### config.mk
export PLATFORM = sky130hd
export DESIGN_NAME = linreg_mac_seq_flat
export DESIGN_NICKNAME = d
export VERILOG_FILES = /design/src/rtl/linreg_pkg.sv /design/src/rtl/linreg_mac_seq_if.sv /design/src/rtl/add_seize.sv /design/src/rtl/multiplier_seize.sv /design/src/rtl/linreg_mac_seq.sv /design/src/flat_wrapper.sv
export SDC_FILE = /design/constraint.sdc
export NUM_CORES = 1
export LEC_CHECK = 0
export BUFFER_PORTS_ARGS = -buffer_cell sky130_fd_sc_hd__buf_4
export CAP_MARGIN = 15
export CORE_MARGIN = 2
export CORE_UTILIZATION = 40
export CTS_BUF_LIST = sky130_fd_sc_hd__clkbuf_8
export CTS_CLUSTER_DIAMETER = 100
export CTS_CLUSTER_SIZE = 10
export DETAILED_ROUTE_END_ITERATION = 8
export SETUP_SLACK_MARGIN = 0.4
export SLEW_MARGIN = 20
export SYNTH_ARGS = -nofsm -noshare
export SYNTH_HDL_FRONTEND = slang
export SYNTH_SLANG_ARGS = --single-unit
export TNS_END_PERCENT = 20
### constraint.sdc
create_clock -name clk -period 14.49 [get_ports clk]
set_input_delay 1.449 -clock clk [delete_from_list [all_inputs] [get_ports clk]]
set_output_delay 1.449 -clock clk [all_outputs]
set_load 0.1 [all_outputs]
### src/rtl/linreg_pkg.sv
// Shared widths, default coefficients and state encoding
// for the sequential linear-regression evaluator.
package linreg_pkg;
    localparam int FEAT_W = 16;
    localparam int ACC_W  = 32;
    localparam int IDX_W  = 4;

    localparam logic [FEAT_W-1:0] C0_DEF = 16'h0000;
    localparam logic [FEAT_W-1:0] C1_DEF = 16'h02CD;
    localparam logic [FEAT_W-1:0] C2_DEF = 16'h8FD8;
    localparam logic [FEAT_W-1:0] C3_DEF = 16'hFDE8;

    typedef enum logic {
        ACC = 1'b0,
        OUT = 1'b1
    } state_e;
endpackage

### src/rtl/linreg_mac_seq_if.sv
// Feature-in / price-out handshake bundle.
// Master is the feature source plus price consumer.
interface linreg_mac_seq_if;
    import linreg_pkg::*;

    logic              x_valid;
    logic              x_ready;
    logic [FEAT_W-1:0] x_data;
    logic              x_last;
    logic              price_valid;
    logic              price_ready;
    logic [ACC_W-1:0]  price;
    logic              rout;
    logic              frame_err;

    modport master (
        output x_valid, x_data, x_last, price_ready,
        input  x_ready, price_valid, price, rout, frame_err
    );

    modport slave (
        input  x_valid, x_data, x_last, price_ready,
        output x_ready, price_valid, price, rout, frame_err
    );
endinterface

### src/rtl/add_seize.sv
// Unsigned W-bit adder with carry-in and carry-out,
// chained to build wider accumulators.
module add_seize #(
    parameter int W = 16
) (
    input  logic [W-1:0] a,
    input  logic [W-1:0] b,
    input  logic         cin,
    output logic [W-1:0] sum,
    output logic         rout
);
    logic [W:0] full;

    assign full = {1'b0, a} + {1'b0, b} + {{W{1'b0}}, cin};
    assign sum  = full[W-1:0];
    assign rout = full[W];
endmodule

### src/rtl/multiplier_seize.sv
// Unsigned W x W multiplier with a full 2W-bit product.
// rout flags product overflow; the full-width product never overflows.
module multiplier_seize #(
    parameter int W = 16
) (
    input  logic [W-1:0]   a,
    input  logic [W-1:0]   b,
    output logic [2*W-1:0] p,
    output logic           rout
);
    assign p    = {{W{1'b0}}, a} * {{W{1'b0}}, b};
    assign rout = 1'b0;
endmodule

### src/rtl/linreg_mac_seq.sv
// Sequential linear-regression evaluator: one MAC per feature beat,
// result held in OUT until the consumer takes it.
module linreg_mac_seq
    import linreg_pkg::*;
#(
    parameter int unsigned       N_FEAT = 3,
    parameter logic [FEAT_W-1:0] C0     = C0_DEF,
    parameter logic [FEAT_W-1:0] C1     = C1_DEF,
    parameter logic [FEAT_W-1:0] C2     = C2_DEF,
    parameter logic [FEAT_W-1:0] C3     = C3_DEF
) (
    input  logic             clk,
    input  logic             rst_n,
    linreg_mac_seq_if.slave  bus
);
    localparam logic [IDX_W-1:0] LAST_IDX = IDX_W'(N_FEAT - 1);
    localparam logic [ACC_W-1:0] ACC_INIT = {16'h0000, C0};

    state_e             state_q, state_d;
    logic [ACC_W-1:0]   acc_q, acc_d;
    logic [IDX_W-1:0]   idx_q, idx_d;
    logic               carry_q, carry_d;
    logic               err_q, err_d;

    logic [FEAT_W-1:0]  coef;
    logic [ACC_W-1:0]   prod;
    logic [ACC_W-1:0]   sum;
    logic               c_lo;
    logic               c_hi;
    logic               mul_rout_unused;
    logic               take;
    logic               at_last;

    always_comb begin
        coef = '0;
        case (idx_q)
            4'd0:    coef = C1;
            4'd1:    coef = C2;
            4'd2:    coef = C3;
            default: coef = '0;
        endcase
    end

    multiplier_seize #(.W(FEAT_W)) u_mul (
        .a    (coef),
        .b    (bus.x_data),
        .p    (prod),
        .rout (mul_rout_unused)
    );

    add_seize #(.W(16)) u_add_lo (
        .a    (acc_q[15:0]),
        .b    (prod[15:0]),
        .cin  (1'b0),
        .sum  (sum[15:0]),
        .rout (c_lo)
    );

    add_seize #(.W(16)) u_add_hi (
        .a    (acc_q[31:16]),
        .b    (prod[31:16]),
        .cin  (c_lo),
        .sum  (sum[31:16]),
        .rout (c_hi)
    );

    assign take    = bus.x_valid && (state_q == ACC);
    assign at_last = (idx_q == LAST_IDX);

    always_comb begin
        state_d = state_q;
        acc_d   = acc_q;
        idx_d   = idx_q;
        carry_d = carry_q;
        err_d   = err_q;
        case (state_q)
            ACC: begin
                if (take) begin
                    acc_d   = sum;
                    carry_d = carry_q | c_hi;
                    idx_d   = idx_q + 4'd1;
                    if (at_last || bus.x_last) begin
                        // mismatch between count and marker flags the frame
                        err_d   = at_last ^ bus.x_last;
                        state_d = OUT;
                    end
                end
            end
            OUT: begin
                if (bus.price_ready) begin
                    state_d = ACC;
                    acc_d   = ACC_INIT;
                    idx_d   = '0;
                    carry_d = 1'b0;
                    err_d   = 1'b0;
                end
            end
            default: state_d = ACC;
        endcase
    end

    always_ff @(posedge clk) begin
        if (!rst_n) begin
            state_q <= ACC;
            acc_q   <= ACC_INIT;
            idx_q   <= '0;
            carry_q <= 1'b0;
            err_q   <= 1'b0;
        end else begin
            state_q <= state_d;
            acc_q   <= acc_d;
            idx_q   <= idx_d;
            carry_q <= carry_d;
            err_q   <= err_d;
        end
    end

    assign bus.x_ready     = (state_q == ACC);
    assign bus.price_valid = (state_q == OUT);
    assign bus.price       = acc_q;
    assign bus.rout        = carry_q;
    assign bus.frame_err   = err_q;
endmodule

### src/flat_wrapper.sv
// flat-port wrapper written by rule: the top's interface ports become plain ports
module linreg_mac_seq_flat import linreg_pkg::*;
#(
    parameter int unsigned       N_FEAT = 3,
    parameter logic [FEAT_W-1:0] C0     = C0_DEF,
    parameter logic [FEAT_W-1:0] C1     = C1_DEF,
    parameter logic [FEAT_W-1:0] C2     = C2_DEF,
    parameter logic [FEAT_W-1:0] C3     = C3_DEF
)
  (clk, rst_n, bus_x_valid, bus_x_data, bus_x_last, bus_price_ready, bus_x_ready, bus_price_valid, bus_price, bus_rout, bus_frame_err);
  linreg_mac_seq_if bus_i ();
  input  logic clk;
  input  logic rst_n;
  input wire logic [$bits(bus_i.x_valid)-1:0] bus_x_valid;
  input wire logic [$bits(bus_i.x_data)-1:0] bus_x_data;
  input wire logic [$bits(bus_i.x_last)-1:0] bus_x_last;
  input wire logic [$bits(bus_i.price_ready)-1:0] bus_price_ready;
  output wire logic [$bits(bus_i.x_ready)-1:0] bus_x_ready;
  output wire logic [$bits(bus_i.price_valid)-1:0] bus_price_valid;
  output wire logic [$bits(bus_i.price)-1:0] bus_price;
  output wire logic [$bits(bus_i.rout)-1:0] bus_rout;
  output wire logic [$bits(bus_i.frame_err)-1:0] bus_frame_err;
  assign bus_i.x_valid = bus_x_valid;
  assign bus_i.x_data = bus_x_data;
  assign bus_i.x_last = bus_x_last;
  assign bus_i.price_ready = bus_price_ready;
  assign bus_x_ready = bus_i.x_ready;
  assign bus_price_valid = bus_i.price_valid;
  assign bus_price = bus_i.price;
  assign bus_rout = bus_i.rout;
  assign bus_frame_err = bus_i.frame_err;
  linreg_mac_seq #(.N_FEAT(N_FEAT), .C0(C0), .C1(C1), .C2(C2), .C3(C3)) u_core (.clk(clk), .rst_n(rst_n), .bus(bus_i));
endmodule
Word-level counts from Yosys, hierarchy flattened
Index checks and enable logic that the tools add are counted.
Storage, ports and cells
  bits in registers: 39
  input bits: 21
  word-level logic and storage cells: 40
Cells by class
  add/sub/neg operators: 4
  multiply operators: 1
  eq/ne operators: 5
  multiplexer cells: 17
  bitwise operators: 3
  reduce and logical (&&, ||, !) cells: 5
Operators by type and width (count)
  two-way mux 32 bit: 2
  case mux 32 bit (2 select lines): 1
  case mux 16 bit (3 select lines): 1
  adder 16 x 16 -> 17 bit: 2
  multiplier 16 x 16 -> 32 bit: 1
  adder 17 x 1 -> 17 bit: 1
  two-way mux 4 bit: 2
  case mux 4 bit (2 select lines): 1
  two-way mux 1 bit: 7
  case mux 1 bit (2 select lines): 3
  adder 4 x 1 -> 4 bit (second input constant): 1
  equality test 4 x 1 -> 1 bit (second input constant): 1
  equality test 4 x 2 -> 1 bit (second input constant): 1
  zero test 4 bit: 1
  != test 2 x 1 -> 1 bit (second input constant): 2
  AND reduction 3 bit: 1
  != test 2 bit (second input constant): 1
  AND reduction 2 bit: 1
  logical AND 1 bit: 1
  logical OR 1 bit: 1
  NOT 1 bit: 1
  bitwise OR 1 bit: 1
  XOR 1 bit: 1

Longest topological paths before layout
Gate-level depths: netlist of run 1.
  depth after elaboration: 8
  mapped depth: 43

By module
From an unflattened synthesis of run 1, not the netlist that was laid out.
Unflattened totals
  cells, all modules: 1371
  area total of the unflattened synthesis: 11907.7 µm²
Modules (own cells, without submodules)
  multiplier_seize: instances 1, cells an instance 1022, area an instance 8669.6 µm², seq. area each 0.0 µm²
  linreg_mac_seq: instances 1, cells an instance 161, area an instance 1744.2 µm², seq. area each 780.7 µm²
  add_seize: instances 2, cells an instance 94, area an instance 747.0 µm², seq. area each 0.0 µm²

Worst setup path before layout of run 1
No wires, ideal clock.
  kind: in2reg
  start: in bus_x_data[4]
  end: reg u_core.acc_q[28], in the netlist u_core.bus.price[28]
  arrival: 9.360 ns
  slack: 5.002 ns
  cell stages on the path: 36
  buffers on the path: 0
  path through: nand2_1 inv_1 nor2_1 inv_1 nor2_1 fa_1 fa_1 inv_1 fa_1 inv_1 fa_1 inv_1 fa_1 inv_1 fa_1 inv_1 ha_1 a21oi_2 a21boi_0 nor2_1 nand2_1 xor2_1 ha_1 a21o_1 a31oi_1 o21ai_0 fa_1 fa_1 a21oi_1 o21bai_1 a2111oi_1 o31ai_1 a21o_1 a21oi_1 xor2_1 o21ai_0
On the way
  cells in the longest elaborated chain, start to end: 5
  elaborated cells between the ends (all ways): 6
  those cells by class: add/sub (3); mul (1); mux (2)
Ends and longest elaborated chain
  start, declared: line flat_wrapper.sv:15  | input wire logic [$bits(bus_i.x_data)-1:0] bus_x_data;
  multiplier 16 x 16 -> 32 bit (*): line multiplier_seize.sv:11  | assign p = {{W{1'b0}}, a} * {{W{1'b0}}, b};
  adder 16 x 16 -> 17 bit: line add_seize.sv:14  | assign full = {1'b0, a} + {1'b0, b} + {{W{1'b0}}, cin};
  adder 17 x 1 -> 17 bit (*): line add_seize.sv:14
  two-way mux 32 bit (*): line linreg_mac_seq.sv:78  | if (take) begin
  case mux 32 bit (2 select lines) (*): line linreg_mac_seq.sv:76  | case (state_q)
  end signal, assigned: line linreg_mac_seq.sv:105  | acc_q <= ACC_INIT;
  end signal, assigned: line linreg_mac_seq.sv:111  | acc_q <= acc_d;
  end, declared: line linreg_mac_seq.sv:20  | logic [ACC_W-1:0] acc_q, acc_d;
Every way passes the cells marked *; elsewhere a longest branch is shown, timed or not. The select of a mux whose other input is x is not followed.
A chain may end at the register's enable or synchronous reset.

Worst setup path after layout of run 1
  start: reg u_core.idx_q[1]
  end: reg u_core.acc_q[28], in the netlist u_core.bus.price[28]
On the way
  cells in the longest elaborated chain, start to end: 7
  elaborated cells between the ends (all ways): 10
  those cells by class: add/sub (3); mul (1); eq/ne (2); mux (3); reduce/logical (1)
Ends and longest elaborated chain
  start, declared: line linreg_mac_seq.sv:21  | logic [IDX_W-1:0] idx_q, idx_d;
  start signal, assigned: line linreg_mac_seq.sv:112  | idx_q <= idx_d;
  equality test 4 x 2 -> 1 bit, or another cell as far along: line linreg_mac_seq.sv:36  | case (idx_q)
  case mux 16 bit (3 select lines) (*): line linreg_mac_seq.sv:36
  multiplier 16 x 16 -> 32 bit (*): line multiplier_seize.sv:11
  adder 16 x 16 -> 17 bit: line add_seize.sv:14
  adder 17 x 1 -> 17 bit (*): line add_seize.sv:14
  two-way mux 32 bit (*): line linreg_mac_seq.sv:78
  case mux 32 bit (2 select lines) (*): line linreg_mac_seq.sv:76
Marked as above.

==> flow_metrics.env, run 1 <==
export IMPL_cts_resized=0
export IMPL_grt_max_degree=28
export IMPL_route_detailed_drc=0
export IMPL_maxSlewViolCount=0
export IMPL_via_per_inst=4.96
export IMPL_crit_path_end_kind="flip-flop"
export IMPL_final_nets=1538
export IMPL_synth_mux_area_share_pct=0.294
export IMPL_hp_class="flip-flop to flip-flop"
export IMPL_wl_met2_um=10900
export IMPL_portBuffers=56
export IMPL_ant_nets=0
export IMPL_path_buf_inv=5
export IMPL_grt_pass1_wl_um=40600
export IMPL_outcome="completed"
export IMPL_synth_top_family_by_area="adder cells"
export IMPL_finClkSkew_ps=8.31
export IMPL_hold_viol=0
export IMPL_cp_common_cell="fa_1"
export IMPL_async_flop_share_pct=0
export IMPL_initial_core_util_pct=40.6
export IMPL_pin_count=57
export IMPL_globalplace_congestion=0.871
export IMPL_insertion_delay_ps=310
export IMPL_finalSetupTns_ps=0
export IMPL_die_h_um=164
export IMPL_antenna_found_initial=0
export IMPL_syn_cell_area_mm2=0.0102
export IMPL_path_clk_slew_ps=90
export IMPL_period_needed_ps=10240
export IMPL_dp_hpwl_um=21300
export IMPL_rsz0062_at_grt="false"
export IMPL_top_layer="met4"
export IMPL_netlist_instances=1141
export IMPL_yosys_top_cells_count="278 x inv_1, 181 x fa_1, 146 x ha_1"
export IMPL_drive_above_1_share_pct=7.89
export IMPL_htreeDepth=2
export IMPL_setup_viol=0
export IMPL_die_w_um=164
export IMPL_synth_compound_area_share_pct=11.2
export IMPL_ys_ff_latch=39
export IMPL_path_class="flip-flop to flip-flop"
export IMPL_syn_avg_cell_area_um2=8.97
export IMPL_clock_sinks=39
export IMPL_yosys_area_share_xor_xnor_pct=4.28
export IMPL_antenna_cells=0
export IMPL_post_cts_buffers=0
export IMPL_timing_fmax_mhz=97.7
export IMPL_worstPathMaxFanout=12
export IMPL_track_usage_pct=19.2
export IMPL_yosysWarnings=0
export IMPL_core_area_mm2=0.0252
export IMPL_cts_tree="yes"
export IMPL_num_rows=58
export IMPL_synthFlopType="dfxtp_1"
export IMPL_synth_seq_area_share_pct=7.63
export IMPL_globalRoute_totalOverflow=0
export IMPL_cp_top_family="adder cells"
export IMPL_vias=7548
export IMPL_synth_fa_ha_area_share_pct=53.3
export IMPL_routed_wl_met3_um=1040
export IMPL_synth_edf_count=0
export IMPL_fin_cells=1521
export IMPL_worstMarginPinSlew_ps=768
export IMPL_cts_inserted_buffers=5
export IMPL_cp_start_kind="flip-flop"
export IMPL_wl_um=24200
export IMPL_critPathSlowestCell="a2111oi_1"
export IMPL_grt_pass1_vias=7801
export IMPL_cts_buffer_depth=2
export IMPL_wire_per_inst_um=15.9
export IMPL_synth_distinct_cells=63
export IMPL_arrival_ps=10410
export IMPL_yosys_area_top_type="fa_1"
export IMPL_fin_crit_sh_pct=70.6
export IMPL_dr_pass1_iters=4
export IMPL_slowest_delay_ps=550
export IMPL_ys_top_cells_by_area="fa_1 35%, ha_1 18%, inv_1 10%, dfxtp_1 7.6%, xnor2_1 3.1%"
export IMPL_area_growth_pct=8.87
export IMPL_max_slew_margin_pct=48.8
export IMPL_yosysMostFrequentCell="inv_1"
export IMPL_syn_nets=1489
export IMPL_synth_top_area_share_pct=35.4
export IMPL_place_inst=1513
export IMPL_die_area_mm2=0.0269
export IMPL_synth_simple_area_share_pct=12.5
export IMPL_ctsHoldBuffers=0
export IMPL_wl_met1_um=12100
export IMPL_maxCapViolCount=0
export IMPL_critical_path_required_ps=14660
export IMPL_first_iter_violations=381
export IMPL_root_buffer="clkbuf_8"
==> state kept, by name, indices dropped and copies added, names as in the netlist <==
| register | count |
|---|---|
| u_core.bus.price | 32 |
| u_core.idx_q | 4 |
| u_core.bus.price_valid | 1 |
| u_core.bus.rout | 1 |
| u_core.bus.frame_err | 1 |
==> layer usage <==
metal	vias up	global-route usage, %
met5	-	0
met4	0	2.59
met3	12	2.07
met2	147	30.3
met1	3672	29.0
li1	3717	-
==> worst reg2reg max path: cells and delay by family (launching register included) <==
family	cells	cell delay, ps
compound gates	14	3090
xor+xnor	2	340
fa+ha+maj	11	4460
buf+inv	5	450
flops	1	420
simple gates	5	1350
==> cells by family after synthesis <==
kind of cell,Yosys count
AOI/OAI and AO/OA,176
adders and majority gates,327
buffers and inverters,295
xor gates and xnor gates,50
DFF,39
muxes,3
and+or+nand+nor,251
==> cell usage in the layout, fill, tap and decap left out, types with 15 or more instances in the layout <==
| cell type | synthesis | final |
|---|---|---|
| a21o_1 | 17 | 17 |
| a21oi_1 | 45 | 45 |
| a22oi_1 | 15 | 15 |
| and3_1 | 30 | 30 |
| buf_4 | 0 | 59 |
| dfxtp_1 | 39 | 39 |
| fa_1 | 181 | 181 |
| ha_1 | 146 | 146 |
| inv_1 | 278 | 278 |
| nand2_1 | 83 | 83 |
| nor2_1 | 39 | 39 |
| nor2b_1 | 21 | 21 |
| o21ai_0 | 42 | 42 |
| xnor2_1 | 36 | 36 |
==> cell type report <==
cell class                 count  area (um2)
inverter                     278        1040
clock buffer                   6        82.6
clock inverter                 2        35.0
timing repair buffer          59         443
multi-input combinational    807        8340
fill                        2469       14000
sequential                    39         781
tap                          330         413
==> final timing paths <==
kind | end | slack [ps] | cells after the start | from
hold reg to reg | u_core.bus.price[25]$_SDFFE_PN0P_ | 490 | 2 | u_core.bus.price[25]$_SDFFE_PN0P_
setup / recovery | u_core.bus.price[28]$_SDFFE_PN0P_ | 4250 | 37 | u_core.idx_q[1]$_SDFFE_PN0P_
setup reg to reg | u_core.bus.price[28]$_SDFFE_PN0P_ | 4250 | 37 | u_core.idx_q[1]$_SDFFE_PN0P_
hold / removal | u_core.bus.price[25]$_SDFFE_PN0P_ | 490 | 2 | u_core.bus.price[25]$_SDFFE_PN0P_
==> metrics by stage <==
stage	instance area, um2	hold slack, ps	setup WS [ps]	utilization, %
detailed placement	11000	482	4100	43.8
CTS	11100	497	4300	44.2
floorplan	10200	552	5000	-
finish	11100	491	4250	44.2
global route	11100	537	3450	44.2
global placement	11000	475	4310	43.8
Power of run 1 is not shown: default switching activity piles up to over one toggle a cycle in this logic, so the estimate is an artifact.
==> run 2: changes to the inputs <==
Settings changed: ABC_AREA set to 1.
Clock period 14.49 ns to 10.3 ns, I/O delays scaled along.
==> run 2 against run 1 <==
  * First-iteration DRC count rose by 7.6%
  * Design area rose by 8.3%
  * Worst hold slack got worse by 22 ps
  * Worst setup slack got worse by 2900 ps
  * Wire length rose by 17%
  * Fmax rose by 14%
  * Global-route usage rose by 1.6 points
  * Die area rose by 8.3%
  * Core utilization rose by 0.27 points
  * Sequential cell count did not move
  * Clock skew fell by 3.7 ps
  * Via count rose by 21%
  * Critical path type unchanged
  * Highest routed layer unchanged
==> flow_metrics.env, run 2 <==
export IMPL_outcome="completed"
export IMPL_grt_pass1_wl_um=47400
export IMPL_drive_above_1_share_pct=6.80
export IMPL_synth_distinct_cells=41
export IMPL_globalplace_congestion=0.918
export IMPL_portBuffers=56
export IMPL_worstPathMaxFanout=14
export IMPL_final_cell_mix="399 x inv_1, 293 x nand2_1, 181 x fa_1, 146 x ha_1, 136 x nor2_1"
export IMPL_syn_avg_cell_area_um2=7.46
export IMPL_syn_nets=1836
export IMPL_globalRoute_totalOverflow=0
export IMPL_root_buffer="clkbuf_8"
export IMPL_period_needed_ps=8950
export IMPL_wire_per_inst_um=14.8
export IMPL_finClkSkew_ps=4.65
export IMPL_dp_hpwl_um=25200
export IMPL_hp_start="u_core.bus.rout$_SDFFE_PN0P_"
export IMPL_wl_um=28400
export IMPL_ys_ff_latch=39
export IMPL_htreeDepth=2
export IMPL_die_area_mm2=0.0291
export IMPL_grt_max_degree=34
export IMPL_synth_edf_count=0
export IMPL_yosys_top_cells_count="399 x inv_1, 293 x nand2_1, 181 x fa_1"
export IMPL_wl_met2_um=12800
export IMPL_post_cts_buffers=0
export IMPL_ff2ff_path_depth=45
export IMPL_largest_register_ffs=32
export IMPL_layout_commonest_cell="inv_1"
export IMPL_die_w_um=171
export IMPL_worstMarginPinSlew_ps=652
export IMPL_path_class="flip-flop to flip-flop"
export IMPL_maxCapViolCount=0
export IMPL_insertion_delay_ps=310
export IMPL_initial_core_util_pct=41.0
export IMPL_max_slew_margin_pct=56.4
export IMPL_hold_viol=0
export IMPL_fin_util_pct=44.5
export IMPL_ant_nets=0
export IMPL_via_per_inst=4.78
export IMPL_synth_seq_area_share_pct=7.03
export IMPL_setup_viol=0
export IMPL_area_growth_pct=8.67
export IMPL_wl_met1_um=13900
export IMPL_hp_class="flip-flop to flip-flop"
export IMPL_grt_pass1_vias=9206
export IMPL_slowest_delay_ps=540
export IMPL_vias=9161
export IMPL_routed_wl_met3_um=1280
export IMPL_worst_slack_ps=1350
export IMPL_maxSlewViolCount=0
export IMPL_reg2reg_from="u_core.idx_q[1]$_SDFFE_PN0P_"
export IMPL_fin_crit_sh_pct=86.9
export IMPL_critical_path_required_ps=10510
export IMPL_antenna_found_initial=0
export IMPL_route_detailed_drc=0
export IMPL_ys_top_cells_by_area="fa_1 33%, ha_1 16%, inv_1 13%, nand2_1 9.9%, dfxtp_1 7.0%"
export IMPL_track_usage_pct=20.8
export IMPL_dr_pass1_iters=5
export IMPL_synthFlopType="dfxtp_1"
export IMPL_core_area_mm2=0.0271
export IMPL_num_rows=60
export IMPL_cp_start_kind="flip-flop"
export IMPL_r2r_end="u_core.bus.rout$_SDFFE_PN0P_"
export IMPL_syn_cell_area_mm2=0.0111
export IMPL_yosysWarnings=0
export IMPL_clock_sinks=39
export IMPL_pin_count=57
export IMPL_netlist_instances=1488
export IMPL_holdWs_ps=469
export IMPL_cts_buffer_depth=2
export IMPL_top_layer="met4"
export IMPL_critPathSlowestCell="fa_1"
export IMPL_async_flop_share_pct=0
export IMPL_timing_fmax_mhz=112
export IMPL_synth_top_area_share_pct=32.6
export IMPL_yosysMostFrequentCell="inv_1"
export IMPL_hold_path_depth=2
export IMPL_die_h_um=171
export IMPL_reg2reg_slack_ps=1350
export IMPL_antenna_cells=0
export IMPL_first_iter_violations=410
export IMPL_cts_inserted_buffers=5
export IMPL_final_nets=1890
export IMPL_finalSetupTns_ps=0
export IMPL_cts_resized=0
export IMPL_cts_tree="yes"
export IMPL_ctsHoldBuffers=0
export IMPL_arrival_ps=9160
export IMPL_min_to="u_core.bus.rout$_SDFFE_PN0P_"
export IMPL_rsz0062_at_grt="false"
export IMPL_pre_cts_ws_ps=1430
export IMPL_crit_path_end_kind="flip-flop"
export IMPL_path_clk_slew_ps=90
export IMPL_yosys_area_top_type="fa_1"
-- run 2: worst max-delay path by stage --
stage,startpoint,endpoint,slack [ps],cells after the start
after floorplan,bus_x_data[3],u_core.bus.rout$_SDFFE_PN0P_,2190,41
after global placement,bus_x_data[3],u_core.bus.rout$_SDFFE_PN0P_,1610,42
after detailed placement,bus_x_data[3],u_core.bus.rout$_SDFFE_PN0P_,1430,42
after CTS,u_core.idx_q[1]$_SDFFE_PN0P_,u_core.bus.rout$_SDFFE_PN0P_,1400,45
after global routing,u_core.idx_q[1]$_SDFFE_PN0P_,u_core.bus.rout$_SDFFE_PN0P_,640,45
final,u_core.idx_q[1]$_SDFFE_PN0P_,u_core.bus.rout$_SDFFE_PN0P_,1350,45
-- run 2: cell type report --
| type | count | area [um2] |
|---|---|---|
| Fill cell | 2846 | 15000 |
| Multi-Input combinational cell | 1033 | 8730 |
| Inverter | 403 | 1510 |
| Sequential cell | 39 | 781 |
| Tap cell | 372 | 465 |
| Timing Repair Buffer | 60 | 450 |
| Clock buffer | 6 | 82.6 |
| Clock inverter | 2 | 35.0 |
-- run 2: critical path: cells and delay by family (launching register included) --
family | cells | cell delay (ps)
adder cells (fa/ha/maj) | 11 | 4760
buffers and inverters | 11 | 840
flip-flops | 1 | 410
XOR/XNOR | 1 | 250
AND/OR/NAND/NOR | 19 | 2190
AO/OA/AOI/OAI | 3 | 380
-- run 2: metrics by stage --
step	cell area, um2	cells
3_3_place_gp	11900	1907
3_5_place_dp	11900	1907
5_1_grt	12100	1915
2_1_floorplan	11100	1488
6_report	12100	1915
4_1_cts	12100	1915
-- run 2: cells by family (layout without fill, tap and decap cells) --
group	after synthesis	in the layout	share of synthesized area, %
simple gates	546	546	20.9
buf+inv	416	471	14.3
fa+ha+maj	327	327	49.1
compound gates	138	138	6.91
flops	39	39	7.03
xor+xnor	22	22	1.74
-- run 2: metal layers --
layer	vias up	GRT usage, %
met5	-	0
met4	0	4.50
met3	23	1.87
met2	209	33.4
met1	4349	30.4
li1	4580	-
Power of run 2 is left out for the same reason.
